<file path="config.mk">
export PLATFORM = sky130hd
export DESIGN_NAME = pipe_stage_reg
export DESIGN_NICKNAME = d
export VERILOG_FILES = /design/src/rtl/pipe_pkg.sv /design/src/rtl/pipe_slot.sv /design/src/rtl/pipe_stage_reg.sv
export SDC_FILE = /design/constraint.sdc
export NUM_CORES = 1
export LEC_CHECK = 0
export CORE_ASPECT_RATIO = 0.8
export CORE_UTILIZATION = 40
export CTS_CLUSTER_SIZE = 25
export DETAILED_ROUTE_END_ITERATION = 8
export GPL_ROUTABILITY_DRIVEN = 0
export PLACE_DENSITY = 0.68
export SYNTH_ARGS = -nofsm -noshare
export SYNTH_HDL_FRONTEND = slang
export SYNTH_HIERARCHICAL = 1
export SYNTH_SLANG_ARGS = --single-unit
export TNS_END_PERCENT = 20
</file>
<file path="constraint.sdc">
create_clock -name clk -period 1.95 [get_ports clk]
set_clock_uncertainty 0.05 [all_clocks]
set_input_delay 0.39 -clock clk [delete_from_list [all_inputs] [get_ports clk]]
set_output_delay 0.39 -clock clk [all_outputs]
set_load 0.01 [all_outputs]
</file>
<file path="src/rtl/pipe_pkg.sv">
// Shared types and constants for pipeline stage registers.
//   EXC_W / VADDR_W : exception record field widths
//   EXC_*           : exception codes carried in excode
//   exc_rec_t       : precise-exception record (ex, excode, badvaddr)
//   merge_exc       : combine an older (upstream) record with this stage's record
package pipe_pkg;

    localparam int unsigned EXC_W   = 5;
    localparam int unsigned VADDR_W = 32;

    localparam logic [EXC_W-1:0] EXC_INT  = 5'd0;
    localparam logic [EXC_W-1:0] EXC_ADEL = 5'd4;
    localparam logic [EXC_W-1:0] EXC_ADES = 5'd5;
    localparam logic [EXC_W-1:0] EXC_SYS  = 5'd8;
    localparam logic [EXC_W-1:0] EXC_BP   = 5'd9;
    localparam logic [EXC_W-1:0] EXC_RI   = 5'd10;
    localparam logic [EXC_W-1:0] EXC_OV   = 5'd12;

    typedef struct packed {
        logic               ex;
        logic [EXC_W-1:0]   excode;
        logic [VADDR_W-1:0] badvaddr;
    } exc_rec_t;

    // The older exception wins; code/badvaddr follow the current stage otherwise.
    function automatic exc_rec_t merge_exc(input exc_rec_t older, input exc_rec_t cur);
        exc_rec_t r;
        r.ex       = older.ex | cur.ex;
        r.excode   = older.ex ? older.excode   : cur.excode;
        r.badvaddr = older.ex ? older.badvaddr : cur.badvaddr;
        return r;
    endfunction

endpackage

</file>
<file path="src/rtl/pipe_slot.sv">
// One valid-tagged storage entry of a pipeline stage.
//   clk, resetn : clock, synchronous active-low reset
//   clr         : empty the slot (all fields zero) next edge
//   load        : write load_data/load_exc and mark valid
//   valid, data, exc : registered slot contents
module pipe_slot
    import pipe_pkg::*;
#(
    parameter int unsigned DATA_W = 128
) (
    input  logic              clk,
    input  logic              resetn,
    input  logic              clr,
    input  logic              load,
    input  logic [DATA_W-1:0] load_data,
    input  exc_rec_t          load_exc,
    output logic              valid,
    output logic [DATA_W-1:0] data,
    output exc_rec_t          exc
);

    // Clear has priority over load so an empty slot always reads as a zero bubble.
    always_ff @(posedge clk) begin
        if (!resetn || clr) begin
            valid <= 1'b0;
            data  <= '0;
            exc   <= '0;
        end else if (load) begin
            valid <= 1'b1;
            data  <= load_data;
            exc   <= load_exc;
        end
    end

endmodule

</file>
<file path="src/rtl/pipe_stage_reg.sv">
// Pipeline stage register with valid/ready handshake, optional two-entry skid
// buffer, flush and hold; merges upstream and current-stage exceptions at push.
//   clk, resetn             : clock, synchronous active-low reset
//   flush, hold             : kill all entries / freeze the stage
//   up_valid/up_ready/up_*  : upstream handshake, payload and exception record
//   cur_*                   : exception raised by this stage
//   dn_valid/dn_ready/dn_*  : downstream handshake, payload and merged exception
//   occ                     : number of held entries
module pipe_stage_reg
    import pipe_pkg::*;
#(
    parameter int unsigned DATA_W = 128,
    parameter int unsigned SKID   = 1
) (
    input  logic               clk,
    input  logic               resetn,
    input  logic               flush,
    input  logic               hold,
    input  logic               up_valid,
    output logic               up_ready,
    input  logic [DATA_W-1:0]  up_data,
    input  logic               up_ex,
    input  logic [EXC_W-1:0]   up_excode,
    input  logic [VADDR_W-1:0] up_badvaddr,
    input  logic               cur_ex,
    input  logic [EXC_W-1:0]   cur_excode,
    input  logic [VADDR_W-1:0] cur_badvaddr,
    output logic               dn_valid,
    input  logic               dn_ready,
    output logic [DATA_W-1:0]  dn_data,
    output logic               dn_ex,
    output logic [EXC_W-1:0]   dn_excode,
    output logic [VADDR_W-1:0] dn_badvaddr,
    output logic [1:0]         occ
);

    exc_rec_t          up_rec, cur_rec, new_exc;
    exc_rec_t          m_exc, s_exc, m_load_exc;
    logic              m_valid, s_valid;
    logic [DATA_W-1:0] m_data, s_data, m_load_data;
    logic              push, pop;
    logic              m_load, m_clr, m_from_s;

    // Record assembly and merge of the entry being written.
    always_comb begin
        up_rec.ex        = up_ex;
        up_rec.excode    = up_excode;
        up_rec.badvaddr  = up_badvaddr;
        cur_rec.ex       = cur_ex;
        cur_rec.excode   = cur_excode;
        cur_rec.badvaddr = cur_badvaddr;
        new_exc          = merge_exc(up_rec, cur_rec);
    end

    // With a skid slot, ready depends only on state and hold.
    assign up_ready = (SKID != 0) ? (~s_valid & ~hold)
                                  : (~hold & (~m_valid | dn_ready));
    assign push     = up_valid & up_ready;
    assign pop      = m_valid & dn_ready & ~hold;

    // Main slot control; with no skid slot s_valid is tied low and the
    // branch needing m_valid & ~pop & push is unreachable.
    always_comb begin
        m_load   = 1'b0;
        m_clr    = flush;
        m_from_s = 1'b0;
        if (!flush) begin
            if (pop && s_valid) begin
                m_load   = 1'b1;
                m_from_s = 1'b1;
            end else if (pop) begin
                if (push) m_load = 1'b1;
                else      m_clr  = 1'b1;
            end else if (push && !m_valid) begin
                m_load = 1'b1;
            end
        end
    end

    // A move from the skid slot carries its already-merged record.
    assign m_load_data = m_from_s ? s_data : up_data;
    assign m_load_exc  = m_from_s ? s_exc  : new_exc;

    pipe_slot #(.DATA_W(DATA_W)) u_main (
        .clk       (clk),
        .resetn    (resetn),
        .clr       (m_clr),
        .load      (m_load),
        .load_data (m_load_data),
        .load_exc  (m_load_exc),
        .valid     (m_valid),
        .data      (m_data),
        .exc       (m_exc)
    );

    if (SKID != 0) begin : g_skid
        logic s_load, s_clr;

        // up_ready is low whenever S holds an entry, so a pop from S never
        // coincides with a push into S.
        assign s_load = ~flush & push & m_valid & ~pop;
        assign s_clr  = flush | (pop & s_valid);

        pipe_slot #(.DATA_W(DATA_W)) u_skid (
            .clk       (clk),
            .resetn    (resetn),
            .clr       (s_clr),
            .load      (s_load),
            .load_data (up_data),
            .load_exc  (new_exc),
            .valid     (s_valid),
            .data      (s_data),
            .exc       (s_exc)
        );
    end else begin : g_no_skid
        assign s_valid = 1'b0;
        assign s_data  = '0;
        assign s_exc   = '0;
    end

    assign dn_valid    = m_valid;
    assign dn_data     = m_data;
    assign dn_ex       = m_exc.ex;
    assign dn_excode   = m_exc.excode;
    assign dn_badvaddr = m_exc.badvaddr;
    assign occ         = 2'(m_valid) + 2'(s_valid);

endmodule

</file>
==> results.toml <==
[setup_path]
critPathBufInv = 4
cp_data_arrival_time_ns = 2.29
worstSetupStartpointType = "register"
r2r_end = "g_skid.u_skid/data[70]"
crit_family = "buffers and inverters"
slowest_delay_ns = 0.36
rrSetupSlack_ns = 0.002
crit_type = "register to register"
path_max_fanout = 6
crit_path_top_delay_cell = "dfxtp_4"
crit_required_ns = 2.29
timing.rr.start = "g_skid.u_skid/valid"
path_cells = "buf_6 > nor2_4 > nand3_2 > nor3_4 > buf_6 > clkbuf_16 > clkbuf_16 > mux2i_1 > nor2_1"
endpoint_kind = "register"
reg2regPathDepth = 9

[synth]
yosysMostFrequentCell = "nor2_1"
ys.flop_type = "dfxtp_1"
yosys.area_share.xor_xnor = 0
syn_inst = 1318
muxShareOfSynthArea = 0.384
synth.top_cell.area_share = 0.454
synthArstFlopShare = 0
synth_top_family_by_area = "multiplexers"
yosysTopAreaCell = "dfxtp_1"
synthSimpleGateAreaFrac = 0.0900
syn_area_um2 = 14700
synth-adder-area-share = 0.000849
synth_area_leaders = "dfxtp_1 (45%), mux2i_1 (23%), mux2_2 (15%)"
ys_types = 21
yosys_warnings = 6
synth_compound_area_frac = 0.00127
synth_edf_count = 0
ys_ff_latch = 334
ys_seq_area_frac = 0.454
syn_area_per_cell_um2 = 11.2
synth_nets = 1529
ys_top_cells_by_count = "nor2_1 (337), dfxtp_1 (334), mux2i_1 (333)"

[power]
p_total_mw = 15.0
ir_worst_vdd_mv = 0.587
p_int_mw = 11.7
pwr-share-clk = 0.445
power_density_nw_per_um2 = 721
power_leakage_nw = 7.19
power_frac_seq = 0.459
comb_power_share = 0.096
p_sw_mw = 3.33
p_sw_frac = 0.222

[timing]
fmax_mhz = 513
fin_setup_tns_ns = 0
period_minus_slack_ns = 1.95
grt_setup_unrepaired = "yes"
worst_pin_slew_ns = 0.323
hold_ws_ns = 0.439
setup_viol = 0
final_max_slew_viol_count = 0
max_slew_margin = 0.784
period_share = 0.999
hold_viol_final = 0

[route]
vias = 10842
wirelength_mm = 39.4
wl_per_cell_um = 17.5
viasPerCell = 4.82
first_pass_iters = 8
drt_iter0_drc = 501
ant_nets = 0
route.detailed.drc = 0

[min_path]
hp-start = "g_skid.u_skid/data[126]"
whs_path_depth = 2
whs_endpoint = "g_skid.u_skid/data[126]"
hold_class = "register to register"

[final_layout]
instances_no_fill = 2250
areaGrowthSynthToFinish_pct = 41.7
final_area_um2 = 20900
drive_above_1_share = 0.218
layout.nets = 1953

[place]
dp_hpwl_mm = 26.3
place_area_um2 = 19200
dp_cells = 2160
port_buffers = 379

[die]
initial_core_util = 0.409
die_w_um = 217
core_um2 = 36100
pin_count = 380
die-height_um = 174
num_rows = 62
die_area_um2 = 37600

[clocking]
cts_root_buf = "clkbuf_16"
clock_latency_ns = 0.52
cts_made_buffers = 36
cts_tree = "built"
htree_levels = 2
clock_sinks = 334
cts_buffer_depth = 3
cts.clk_slew.worst_paths_ns = 0.06
cts_hold_buf = 0

[global_route]
grt_overflow = 0
met3_usage = 0.0437
grt_pass1_wl_mm = 58.3
grt_max_degree = 60
grtUsageMet1 = 0.248
grt_use_total = 0.194
antenna_found_initial = 1
grt_pass1_vias = 10786
met2_usage = 0.323
gr-max-usage-layer = "met2"

[flow_run]
cap_violations = 0

[run_status]
status = "completed"
[logic make-up (layout without fill, tap and decap cells)]
group / count (synthesis) / in the layout
flip-flops: 334 / 334
adder cells (fa/ha/maj): 1 / 1
other: 0 / 1
buffers and inverters: 100 / 551
multiplexers: 536 / 536
AND/OR/NAND/NOR: 345 / 345
AO/OA/AOI/OAI: 2 / 2
[layout by cell type, fill, tap and decap left out, types with 3 or more instances in the layout]
cell type,synthesis,routed
mux2i_2,0,6
mux2i_1,333,327
mux2_4,10,10
buf_12,17,30
clkbuf_8,0,12
clkbuf_1,6,7
clkdlybuf4s50_1,0,370
nor2_1,337,336
buf_16,0,6
buf_6,7,13
dfxtp_1,334,332
buf_4,11,44
clkbuf_16,0,47
clkinv_2,0,6
dlymetal6s2s_1,0,3
mux2_2,193,193
[flip-flops by register name, summed over array words and instances (netlist names)]
register	count
g_skid.u_skid/data	128
u_main/exc	38
g_skid.u_skid/exc	38
g_skid.u_skid/valid	1
u_main/valid	1
u_main/data	128
[worst max path at each step]
stage	start	to	slack (ns)	cells past startpoint
after floorplan	u_main/valid	u_main/data[100]	0.12	7
final	g_skid.u_skid/valid	g_skid.u_skid/data[70]	0.002	9
after detailed placement	dn_ready	u_main/data[73]	-0.50	8
after CTS	g_skid.u_skid/valid	u_main/data[16]	-0.01	7
after global placement	dn_ready	u_main/data[18]	-0.46	7
after global routing	g_skid.u_skid/valid	g_skid.u_skid/data[86]	-0.07	9
[what timing repair did]
item / 4_1_cts / 5_1_grt
pin swaps: 0 / 4
cloned: 0 / 12
resized for setup: 14 / 40
setup buffers: 2 / 10
endpoints found under the hold margin: 0 / 0
endpoints found under the setup margin: 148 / 193
[worst reg2reg max path: stages (launching register included)]
cell,delay [ns]
dfxtp_4,0.36
buf_6,0.12
nor2_4,0.09
nand3_2,0.10
nor3_4,0.34
buf_6,0.18
clkbuf_16,0.17
clkbuf_16,0.16
mux2i_1,0.18
nor2_1,0.06
[through the flow]
step / setup WS (ns) / util
after floorplan: 0.117 / -
after global placement: -0.459 / 0.531
after detailed placement: -0.502 / 0.531
after CTS: -0.0139 / 0.564
after global routing: -0.0659 / 0.579
final: 0.00239 / 0.579
[layer usage]
metal / vias to the layer above / share of wire
li1: 5341 / -
met3: 56 / 0.060
met1: 5156 / 0.44
met5: - / 0
met4: 0 / 0.026
met2: 289 / 0.47
[area by class of cell]
class | count | area [um^2]
flip-flops and latches | 334 | 6690
inverters | 2 | 7.51
clock inverters | 9 | 55.1
diodes | 1 | 2.50
fillers | 3085 | 15200
well taps | 480 | 601
clock buffers | 56 | 1120
repair buffers | 484 | 5310
multi-input cells | 884 | 7090
[power by group through the flow]
stage / Combinational [mW] / Sequential (mW) / Clock, mW
floorplan: 0.633 / 7.07 / 0
global placement: 1.39 / 7.05 / 0
detailed placement: 1.41 / 7.05 / 0
CTS: 1.42 / 6.90 / 6.88
global route: 1.54 / 6.90 / 7.16
finish: 1.44 / 6.90 / 6.70
Note: power is estimated with default switching activity, not from simulation.
